**src/rtl/cache_types_pkg.sv**
```systemverilog
// Types and widths shared by the caches, the cacheline adaptor and the memory arbiter.
package cache_types_pkg;

  localparam int LINE_W = 256;
  localparam int ADDR_W = 32;

  typedef enum logic [1:0] {
    IDLE    = 2'd0,
    SERVE_I = 2'd1,
    SERVE_D = 2'd2
  } arb_state_t;

  typedef enum logic {
    REQ_I = 1'b0,
    REQ_D = 1'b1
  } requester_t;

endpackage

```
**src/rtl/cache_arbiter.sv**
```systemverilog
// Shares one physical-memory port between I-cache and D-cache; grant held until mem_resp,
// round-robin on ties, one-cycle IDLE bubble before each grant, memory strobes forwarded combinationally.
module cache_arbiter #(
  parameter int ADDR_W = cache_types_pkg::ADDR_W,
  parameter int LINE_W = cache_types_pkg::LINE_W
) (
  input  logic              clk,
  input  logic              rst,
  input  logic              i_pmem_read,
  input  logic [ADDR_W-1:0] i_pmem_address,
  output logic [LINE_W-1:0] i_pmem_rdata,
  output logic              i_pmem_resp,
  input  logic              d_pmem_read,
  input  logic              d_pmem_write,
  input  logic [ADDR_W-1:0] d_pmem_address,
  input  logic [LINE_W-1:0] d_pmem_wdata,
  output logic [LINE_W-1:0] d_pmem_rdata,
  output logic              d_pmem_resp,
  output logic              mem_read,
  output logic              mem_write,
  output logic [ADDR_W-1:0] mem_address,
  output logic [LINE_W-1:0] mem_wdata,
  input  logic [LINE_W-1:0] mem_rdata,
  input  logic              mem_resp
);

  import cache_types_pkg::*;

  arb_state_t r_state;
  requester_t r_last_grant;
  logic       w_i_req;
  logic       w_d_req;

  assign w_i_req = i_pmem_read;
  assign w_d_req = d_pmem_read | d_pmem_write;

  // last_grant resets to I so that the D-cache wins the first tie.
  always_ff @(posedge clk) begin
    if (rst) begin
      r_state      <= IDLE;
      r_last_grant <= REQ_I;
    end else begin
      case (r_state)
        IDLE: begin
          if (w_i_req && w_d_req)
            r_state <= (r_last_grant == REQ_I) ? SERVE_D : SERVE_I;
          else if (w_i_req)
            r_state <= SERVE_I;
          else if (w_d_req)
            r_state <= SERVE_D;
        end
        SERVE_I: begin
          if (mem_resp) begin
            r_state      <= IDLE;
            r_last_grant <= REQ_I;
          end
        end
        SERVE_D: begin
          if (mem_resp) begin
            r_state      <= IDLE;
            r_last_grant <= REQ_D;
          end
        end
        default: r_state <= IDLE;
      endcase
    end
  end

  // Reset kills the forward in the same cycle so an aborted grant never leaks a resp.
  always_comb begin
    mem_read    = 1'b0;
    mem_write   = 1'b0;
    mem_address = '0;
    mem_wdata   = '0;
    i_pmem_resp = 1'b0;
    d_pmem_resp = 1'b0;
    if (!rst) begin
      case (r_state)
        SERVE_I: begin
          mem_read    = i_pmem_read;
          mem_address = i_pmem_address;
          i_pmem_resp = mem_resp;
        end
        SERVE_D: begin
          mem_read    = d_pmem_read;
          mem_write   = d_pmem_write;
          mem_address = d_pmem_address;
          mem_wdata   = d_pmem_wdata;
          d_pmem_resp = mem_resp;
        end
        default: ;
      endcase
    end
  end

  assign i_pmem_rdata = mem_rdata;
  assign d_pmem_rdata = mem_rdata;

  a_d_read_write_exclusive: assert property (@(posedge clk) disable iff (rst)
    !(d_pmem_read && d_pmem_write));

  a_i_holds_request: assert property (@(posedge clk) disable iff (rst)
    (r_state == SERVE_I) |-> i_pmem_read);

  a_d_holds_request: assert property (@(posedge clk) disable iff (rst)
    (r_state == SERVE_D) |-> (d_pmem_read || d_pmem_write));

endmodule

```
**config.mk**
```make
export PLATFORM = sky130hd
export DESIGN_NAME = cache_arbiter
export DESIGN_NICKNAME = d
export VERILOG_FILES = /design/src/rtl/cache_types_pkg.sv /design/src/rtl/cache_arbiter.sv
export SDC_FILE = /design/constraint.sdc
export NUM_CORES = 1
export LEC_CHECK = 0
export ABC_AREA = 1
export BUFFER_PORTS_ARGS = -buffer_cell sky130_fd_sc_hd__clkbuf_2
export CORE_AREA = 2 2 534 536
export CTS_CLUSTER_DIAMETER = 120
export CTS_CLUSTER_SIZE = 25
export DETAILED_ROUTE_END_ITERATION = 8
export DIE_AREA = 0 0 536 538
export GPL_TIMING_DRIVEN = 0
export PLACE_DENSITY = 0.3
export SETUP_SLACK_MARGIN = 0.3
export SLEW_MARGIN = 40
export SYNTH_ARGS = -nofsm -noshare
export SYNTH_HDL_FRONTEND = slang
export SYNTH_SLANG_ARGS = --single-unit
```
**constraint.sdc**
```tcl
create_clock -name clk -period 1.47 [get_ports clk]
set_input_delay 0.2205 -clock clk [delete_from_list [all_inputs] [get_ports clk]]
set_output_delay 0.2205 -clock clk [all_outputs]
set_load 0.005 [all_outputs]
```
==> impl_metrics.py, run 1 <==
metrics = {
    "synthesis": {
        "synth.avg_cell_area_um2": 5.59,
        "synth-seq-area-share": 0.00872,
        "synth_warnings": 0,
        "synthCells": 1232,
        "ys_ff_latch": 3,
        "ys_types": 14,
        "netlist_area_um2": 6890,
        "synthesis.nets": 1818,
    },
    "cells_and_area": {
        "nFillCells": 33600,
        "fin_cells": 6180,
        "drive_above_1_share": 0.786,
        "mostFrequentLayoutCell": "clkbuf_2",
        "multi_input_area_um2": 3140,
        "mostFrequentLayoutCells": "clkbuf_2 (957), buf_4 (529), nand2_1 (283)",
        "seq_area_um2": 65.1,
        "area_delta_synth_final_pct": 186,
        "final_nets": 2966,
        "final_area_um2": 19700,
        "fin_util": 0.0695,
    },
    "sta": {
        "timing.final.crit_share": 1.34,
        "setup_ws_ns": -0.505,
        "fmax_ghz": 0.506,
        "rsz0062_at_grt": "true",
        "fin_skew_ns": 0.000297,
        "finalHoldViolations": 0,
        "fin_crit_ns": 1.97,
        "max_slew.worst_pin.slew_ns": 0.734,
        "finalSetupViolCount": 291,
        "slew_violations": 0,
        "relSlewSlack": 0.511,
    },
    "placed_design": {
        "gp_congestion": 1.02,
        "dp.cells": 6122,
        "dpl.hpwl_um": 169000,
        "dpl_cell_area_um2": 17600,
        "io_buffers": 1128,
        "pre_cts_slack_ns": -0.702,
    },
    "critical_path": {
        "cp_data_arrival_time_ns": 1.75,
        "critical_path_class": "register to primary output",
        "rr_worst_depth": 8,
        "critPathBufInv": 6,
        "ff2ff_setup_slack_ns": 0.16,
        "cp_top_family": "buffers and inverters",
        "required_ns": 1.25,
        "reg2reg_to": "r_state[0]",
        "r2r-start": "r_state[0]",
        "worst_path_most_repeated_cell": "buf_12",
        "critPathLaunchType": "register",
        "crit_slowest_cell": "dfxtp_2",
        "cpPeakStageDelay_ns": 0.32,
        "end_kind": "primary output",
        "path_max_fanout": 10,
        "path_cells": "inv_4 -> ha_4 -> buf_12 -> buf_12 -> buf_16 -> buf_4 -> nand2_1 -> nor2_2 -> clkbuf_2",
    },
    "floorplan": {
        "num_io_pins": 1386,
        "num_rows": 196,
        "start_util": 0.0243,
        "die-area_um2": 288000,
        "dieWidth_um": 536,
        "core-area_um2": 283000,
        "dieHeight_um": 538,
    },
    "route": {
        "vias": 13100,
        "wl_per_cell_um": 28.6,
        "viasPerCell": 2.12,
        "dr.pass1.iters": 7,
        "drc_errors": 0,
        "routed_wl_um": 177000,
        "drt_iter0_drc": 910,
        "ant_nets": 0,
    },
    "grt": {
        "antenna_found_initial": 126,
        "grt_max_degree": 11,
        "grt_pass1_vias": 12000,
        "grt_use_total": 0.115,
        "grt_first_pass_wirelength_um": 197000,
        "overflow": 0,
    },
    "power_and_ir_drop": {
        "switchingPower_uw": 4880,
        "ir_drop_v": 0.000255,
        "seqPwrFrac": 0.013,
        "combPwrFrac": 0.938,
        "p_leak_uw": 0.00932,
        "p_sw_frac": 0.541,
        "power.internal_uw": 4140,
        "p_per_area_nw_per_um2": 458,
        "clockPowerShare": 0.049,
    },
    "cts": {
        "clock_sinks": 3,
        "postCtsHoldBufs": 0,
        "clockRootBuffer": "clkbuf_16",
        "cts_tree": "yes",
        "clk_pin_slew_ns": 0.03,
        "clk_latency_ns": 0.23,
        "numCtsBuffers": 3,
        "h-tree-depth": 1,
        "clockBufferDepth": 2,
    },
    "worst_hold_path": {
        "hold_path_depth": 3,
        "hold_path_class": "input pin to register",
        "worst_hold_path.endpoint": "r_last_grant",
        "hold_start": "mem_resp",
    },
    "run_status": {
        "status": "finished with violations",
        "violations": "negative setup slack",
    },
    "run": {
        "max-cap-violations": 0,
    },
}
## what timing repair did
item,CTS,global route
gates resized for setup,340,164
buffers inserted,9,0
pin swaps,15,27
endpoints found under the setup margin,294,295
gates cloned,5,1
## metal layers
metal	GRT usage	up-vias	wire [um]
met3	0.0822	288	29700
li1	-	5515	-
met5	0.0113	-	834
met2	0.187	1395	78900
met1	0.120	5818	62800
met4	0.0194	60	4380
## power groups by stage
stage / clock (uW) / combinational, uW / sequential (uW)
4_1_cts: 439 / 8430 / 119
5_1_grt: 453 / 9110 / 120
6_report: 437 / 8460 / 118
3_3_place_gp: 0 / 7310 / 117
2_1_floorplan: 0 / 3020 / 114
3_5_place_dp: 0 / 7310 / 117
## worst reg2reg max path, stage by stage, from the launching register on
cell     delay (ns)
dfxtp_2        0.34
inv_4          0.04
buf_4          0.14
ha_4           0.28
nand2_2        0.06
nand3_1        0.10
nor2_1         0.05
nor2_1         0.12
nor2_1         0.05
## cells in the mapped netlist
cell      count  share of area
a21oi_1      35          0.025
clkbuf_1      6         0.0033
dfxtp_1       3         0.0087
buf_4       519           0.57
buf_6        18          0.029
ha_1          4         0.0073
nor2_1      271           0.15
o21ai_0       2         0.0015
nand2_2       1        0.00091
nand3_1       2         0.0015
inv_1         5         0.0027
inv_2         1        0.00054
buf_2        37          0.027
nand2_1     328           0.18
## worst max-delay path by stage
stage | startpoint | cells after the start | slack [ns] | to
finish | r_state[0] | 9 | -0.50 | mem_wdata[64]
global placement | r_state[0] | 7 | -0.69 | mem_wdata[18]
floorplan | r_state[1] | 5 | 0.25 | mem_address[10]
detailed placement | r_state[0] | 7 | -0.70 | mem_wdata[18]
CTS | r_state[0] | 10 | -0.52 | mem_address[25]
global route | r_state[0] | 10 | -0.56 | mem_wdata[132]
## kinds of logic after synthesis
logic type | count (synthesis) | share of synthesized area
simple gates | 602 | 0.329
buf+inv | 586 | 0.628
compound gates | 37 | 0.0269
flops | 3 | 0.00872
fa+ha+maj | 4 | 0.00727
## cell type report
cell class | instances | area share
Antenna cell | 39 | 0.00496
Buffer | 580 | 0.236
Clock buffer | 4 | 0.00401
Inverter | 6 | 0.00127
Multi-Input combinational cell | 643 | 0.160
Sequential cell | 3 | 0.00331
Tap cell | 3762 | 0.239
Timing Repair Buffer | 1143 | 0.352
## through the flow
step / total power [uW] / TNS (ns) / hold slack (ns)
after floorplan: 3140 / 0 / 0.384
after global placement: 7420 / -91.70 / 0.514
after detailed placement: 7430 / -94.03 / 0.515
after CTS: 8990 / -119.68 / 0.349
after global routing: 9680 / -131.49 / 0.416
final: 9010 / -112.71 / 0.332
## sequential cells by signal (all words and copies together), names as in the netlist
name / count
r_last_grant: 1
r_state: 2
(Power assumes the default switching activity.)
==> run 2, diff against run 1 <==
- ABC_AREA: 1 -> not set
- CORE_AREA: 2 2 534 536 -> 2 2 547 549
- DIE_AREA: 0 0 536 538 -> 0 0 549 551
==> run 2 against run 1 <==
The flow still finishes with violations (negative setup slack). Synthesized cell count down 27%. First-iteration DRC count decreased by 50%. Core utilization fell by 0.19 points. Cell count is 2.5% lower. Critical path depth increased by 1. Non-clock buffer count is 14 lower. Fmax shrank 5.8%. Via count decreased by 15%. Total power shrank 18%. Worst setup slack lost 0.12 ns. Sequential share of layout area hardly changed.
==> impl_metrics.py, run 2 <==
metrics = {
    "floorplan": {
        "die-area_um2": 302000,
        "num_io_pins": 1386,
        "dieHeight_um": 551,
        "start_util": 0.0212,
        "num_rows": 200,
        "dieWidth_um": 549,
        "core-area_um2": 296000,
    },
    "grt": {
        "top_usage_layer": "met2",
        "global_route.usage.met3": 0.0673,
        "antenna_found_initial": 119,
        "grt_util_met2": 0.170,
        "grt_pass1_vias": 10700,
        "grt_max_degree": 13,
        "met1_usage": 0.128,
        "grt_first_pass_wirelength_um": 194000,
        "grt_use_total": 0.109,
        "overflow": 0,
    },
    "placed_design": {
        "dp.cells": 5972,
        "io_buffers": 1129,
        "dpl.hpwl_um": 170000,
        "gp_congestion": 1.10,
        "dpl_cell_area_um2": 17300,
    },
    "sta": {
        "fin_skew_ns": 0.00278,
        "max_slew.worst_pin.slew_ns": 0.484,
        "finalSetupViolCount": 292,
        "fmax_ghz": 0.477,
        "relSlewSlack": 0.679,
        "hold_slack_ns": 0.299,
        "fin_crit_ns": 2.10,
        "slew_violations": 0,
        "setup_ws_ns": -0.626,
        "timing.final.crit_share": 1.43,
        "finalHoldViolations": 0,
        "rsz0062_at_grt": "true",
    },
    "cells_and_area": {
        "fin_util": 0.0676,
        "reg_top3": "r_state x2, r_last_grant x1",
        "mostFrequentLayoutCells": "clkbuf_2 (953), buf_4 (530), and2_4 (129)",
        "nFillCells": 35200,
        "regMostFlops": "r_state",
        "area_delta_synth_final_pct": 219,
        "drive_above_1_share": 0.921,
        "final_nets": 2651,
        "mostFrequentLayoutCell": "clkbuf_2",
        "fin_cells": 6023,
        "multi_input_area_um2": 2790,
        "largest_reg_flops": 2,
        "final_area_um2": 20000,
        "seq_area_um2": 65.1,
    },
    "power_and_ir_drop": {
        "ir_drop_v": 0.000315,
        "p_per_area_nw_per_um2": 368,
        "p_leak_uw": 0.00938,
    },
    "cts": {
        "clk_latency_ns": 0.23,
        "numCtsBuffers": 3,
        "h-tree-depth": 1,
        "postCtsHoldBufs": 0,
        "clock_sinks": 3,
        "clockRootBuffer": "clkbuf_16",
        "cts_tree": "yes",
        "clockBufferDepth": 2,
        "clk_pin_slew_ns": 0.03,
    },
    "synthesis": {
        "synth_compound_area_frac": 0.0476,
        "synth_top_family_by_area": "buffers and inverters",
        "synth_fa_ha_area_frac": 0.00797,
        "synth-seq-area-share": 0.00957,
        "synth.avg_cell_area_um2": 6.95,
        "ys_ff_latch": 3,
        "synthCells": 903,
        "synth_edf_count": 0,
        "synth_area_leader_cell": "buf_4",
        "yosys-top-cells-count": "buf_4 (513), and2_1 (257), nor2_1 (34), a22oi_1 (33), clkbuf_2 (21)",
        "ys_types": 22,
        "yosys_most_used_dff": "dfxtp_1",
        "synthSimpleGateAreaFrac": 0.287,
        "ys_async_sr_fraction": 0,
        "netlist_area_um2": 6280,
        "synth_top_area_frac": 0.614,
        "synthMuxAreaShare": 0,
        "yosysMostFrequentCell": "buf_4",
        "synth_warnings": 0,
        "synth_xor_area_frac": 0,
        "synthesis.nets": 1489,
        "synthTopCellsByArea": "buf_4 (61%), and2_1 (26%), a22oi_1 (3.9%)",
    },
    "critical_path": {
        "cp_top_family": "buffers and inverters",
        "critPathBufInv": 7,
        "end_kind": "primary output",
        "cp_data_arrival_time_ns": 1.88,
        "crit_slowest_cell": "dfxtp_2",
        "path_max_fanout": 10,
        "critPathLaunchType": "register",
        "required_ns": 1.25,
        "path_cells": "inv_4 -> ha_4 -> buf_12 -> nor2b_4 -> buf_12 -> buf_8 -> buf_12 -> clkbuf_16 -> and2_4 -> buf_6",
        "worst_path_most_repeated_cell": "buf_12",
        "critical_path_class": "register to primary output",
        "cpPeakStageDelay_ns": 0.34,
    },
    "run_status": {
        "status": "finished with violations",
        "violations": "negative setup slack",
    },
    "route": {
        "drt_iter0_drc": 456,
        "dr.pass1.iters": 5,
        "vias": 11100,
        "viasPerCell": 1.84,
        "drc_errors": 0,
        "ant_nets": 0,
        "routed_wl_um": 175000,
        "wl_per_cell_um": 29.0,
    },
    "run": {
        "max-cap-violations": 0,
    },
    "worst_hold_path": {
        "hold_path_class": "input pin to register",
    },
}
==> run 2: metrics by stage <==
step / worst slack, ns / total power (uW) / TNS [ns]
final: -0.626 / 7360 / -160.57
after global routing: -0.684 / 7830 / -174.57
after floorplan: 0.0215 / 2260 / 0
after global placement: -1.67 / 5970 / -232.59
after CTS: -0.694 / 7380 / -167.14
after detailed placement: -1.04 / 6000 / -228.17
==> run 2: cells by family (layout without fill, tap and decap cells) <==
group | Yosys count | after routing
AOI/OAI and AO/OA | 42 | 42
DFF | 3 | 3
and+or+nand+nor | 300 | 300
other | 0 | 20
adders and majority gates | 4 | 4
buffers and inverters | 554 | 1715
==> run 2: repair_timing <==
item | in CTS | in global routing
setup endpoints to repair | 295 | 295
gates cloned | 4 | 1
hold endpoints to repair | 0 | 0
setup buffers | 19 | 3
pin swaps | 44 | 7
gates resized for setup | 446 | 124
==> run 2: final cells by class <==
cell class,count,area share
Clock buffer,4,0.00393
Tap cell,3939,0.246
Sequential cell,3,0.00325
Buffer,552,0.225
Inverter,2,0.000625
Timing Repair Buffer,1157,0.380
Multi-Input combinational cell,346,0.139
Antenna cell,20,0.00250
==> run 2: power breakdown <==
| group | leakage, uW | switching, uW | total (uW) | internal, uW |
|---|---|---|---|---|
| clock network | 0.0000383 | 75.5 | 433 | 358 |
| registers | 0.0000258 | 12.9 | 109 | 96.2 |
| logic | 0.00932 | 3430 | 6820 | 3390 |
==> run 2: final timing paths <==
| kind | cells after the start | slack, ns | to | from |
|---|---|---|---|---|
| hold / removal | 2 | 0.30 | r_state[1] | rst |
| setup reg to reg | 6 | 0.13 | r_state[1] | r_state[1] |
| hold reg to reg | 2 | 0.49 | r_last_grant | r_last_grant |
| setup / recovery | 10 | -0.63 | mem_wdata[231] | r_state[0] |
==> run 2: layer usage <==
metal	share of wire	wire, um
met2	0.43	74800
met4	0.020	3570
met3	0.15	25700
met1	0.40	70100
met5	0.0025	443
==> run 3, diff against run 2 <==
- CAP_MARGIN: not set -> 40
- CELL_PAD_IN_SITES_DETAIL_PLACEMENT: not set -> 1
- CELL_PAD_IN_SITES_GLOBAL_PLACEMENT: not set -> 1
- CORE_AREA: 2 2 547 549 -> 2 2 537 539
- DIE_AREA: 0 0 549 551 -> 0 0 539 541
- PLACE_DENSITY: 0.3 -> 0.35
==> run 3 against run 2 <==
The flow still finishes with violations (negative setup slack). Clock power increased by 2%. Worst hold slack improved by 0.016 ns. Core utilization is 0.78 points higher. Final area up 7.9%. Routed wire length increased by 0.54%. Clock-buffer cell count stayed put. Register-to-register slack worse by 0.08 ns. Sequential share of layout area hardly changed. Worst setup slack worse by 0.035 ns. Die area decreased by 3.6%. Cell count down 2.0%. Fmax is 1.7% lower. Critical path type unchanged.
==> impl_metrics.py, run 3 (synthesized netlist as in run 2, its figures left out) <==
metrics = {
    "grt": {
        "grt_first_pass_wirelength_um": 199000,
        "grt_pass1_vias": 11600,
        "grt_use_total": 0.114,
        "overflow": 0,
        "antenna_found_initial": 121,
        "grt_max_degree": 11,
    },
    "placed_design": {
        "gp_congestion": 1.20,
        "dpl_cell_area_um2": 17200,
        "io_buffers": 1129,
        "dpl.hpwl_um": 168000,
        "pre_cts_slack_ns": -1.22,
    },
    "route": {
        "viasPerCell": 1.97,
        "vias": 11700,
        "drt_iter0_drc": 648,
        "dr.pass1.iters": 5,
        "drc_errors": 0,
        "routed_wl_um": 176000,
        "wl_per_cell_um": 29.7,
        "ant_nets": 0,
    },
    "floorplan": {
        "core-area_um2": 286000,
        "die-area_um2": 292000,
        "start_util": 0.0219,
        "num_io_pins": 1386,
        "dieWidth_um": 539,
        "dieHeight_um": 541,
        "num_rows": 197,
    },
    "cells_and_area": {
        "final_area_um2": 21600,
        "mostFrequentLayoutCells": "clkbuf_2 (884), buf_4 (532), and2_4 (234)",
        "reg_top3": "r_state x2, r_last_grant x1",
        "mostFrequentLayoutCell": "clkbuf_2",
        "largest_reg_flops": 2,
        "area_delta_synth_final_pct": 244,
        "drive_above_1_share": 0.977,
        "nFillCells": 34400,
        "regMostFlops": "r_state",
        "final_nets": 2682,
    },
    "critical_path": {
        "critical_path_class": "register to primary output",
        "end_kind": "primary output",
        "cp_data_arrival_time_ns": 1.91,
        "path_max_fanout": 7,
        "critPathLaunchType": "register",
        "required_ns": 1.25,
    },
    "worst_hold_path": {
        "hold_path_class": "input pin to register",
    },
    "sta": {
        "setup_ws_ns": -0.662,
        "timing.final.crit_share": 1.45,
        "fin_skew_ns": 0.000686,
        "relSlewSlack": 0.737,
        "max_slew.worst_pin.slew_ns": 0.394,
        "rsz0062_at_grt": "true",
        "hold_slack_ns": 0.315,
        "slew_violations": 0,
        "fin_crit_ns": 2.13,
        "finalSetupViolCount": 292,
        "fmax_ghz": 0.469,
        "finalHoldViolations": 0,
    },
    "cts": {
        "clk_latency_ns": 0.23,
        "clk_pin_slew_ns": 0.03,
        "clock_sinks": 3,
        "cts_tree": "yes",
        "clockBufferDepth": 2,
        "clockRootBuffer": "clkbuf_16",
        "h-tree-depth": 1,
        "numCtsBuffers": 3,
    },
    "power_and_ir_drop": {
        "p_per_area_nw_per_um2": 387,
        "p_leak_uw": 0.0101,
        "ir_drop_v": 0.000263,
    },
    "run_status": {
        "status": "finished with violations",
        "violations": "negative setup slack",
    },
    "run": {
        "max-cap-violations": 0,
    },
}
-- run 3: cell types whose count changed in the layout (fill, tap and decap cells not counted), sizes merged --
cell,previous run,this run
buf,617,774
clkbuf,1096,969
diode,20,24
bufbuf,0,1
-- run 3: report_power, final --
group          internal (uW)  total (uW)  switching, uW
logic                   4090        7800           3710
clock network            359         441           82.7
registers               96.1         111           14.8
total                   4550        8350           3810
-- run 3: through the flow --
step	power, uW	TNS (ns)	util	instances
2_1_floorplan	2260	0	-	903
3_3_place_gp	5980	-270.76	0.0598	5813
3_5_place_dp	6050	-261.36	0.0600	5815
4_1_cts	7760	-177.13	0.0699	5855
5_1_grt	8800	-187.35	0.0753	5886
6_report	8350	-167.06	0.0754	5900
-- run 3: routing by layer --
metal,vias up,routed length (um),track usage
li1,4667,-,-
met1,5341,69100,0.132
met2,1291,77900,0.182
met3,296,23900,0.0662
met4,56,3760,0.0184
met5,-,884,0.00608
-- run 3: timing repair --
action                                  4_1_cts  5_1_grt
gates resized for setup                     523      468
hold buffers                                  0        0
setup buffers                                22        8
cloned                                       14       13
endpoints found under the setup margin      295      295
pin swaps                                    58       71
-- run 3: worst max-delay path: stages (launching register included) --
cell and delay (ns):
dfxtp_2 0.32, inv_2 0.05, ha_4 0.15, buf_8 0.11, nor2b_4 0.12, buf_12 0.15, buf_12 0.16, clkbuf_16 0.17
buf_8 0.13, and2_4 0.15, buf_8 0.12
-- run 3: cell type report --
type                       instances  area [um2]  share of cell area
inverter                           2        7.51            0.000347
clock buffer                       4        78.8             0.00365
multi-input combinational        346        3110               0.144
sequential                         3        65.1             0.00301
timing repair buffer            1188        9010               0.417
buffer                           552        4550               0.210
antenna                           24        60.1             0.00278
tap                             3781        4730               0.219
-- run 3: worst paths after layout --
kind | start | endpoint | slack, ns | cells after the start
min reg2reg | r_last_grant | r_last_grant | 0.51 | 2
max reg2reg | r_state[0] | r_state[1] | 0.05 | 7
max | r_state[0] | mem_wdata[84] | -0.66 | 10
min | rst | r_state[1] | 0.32 | 2
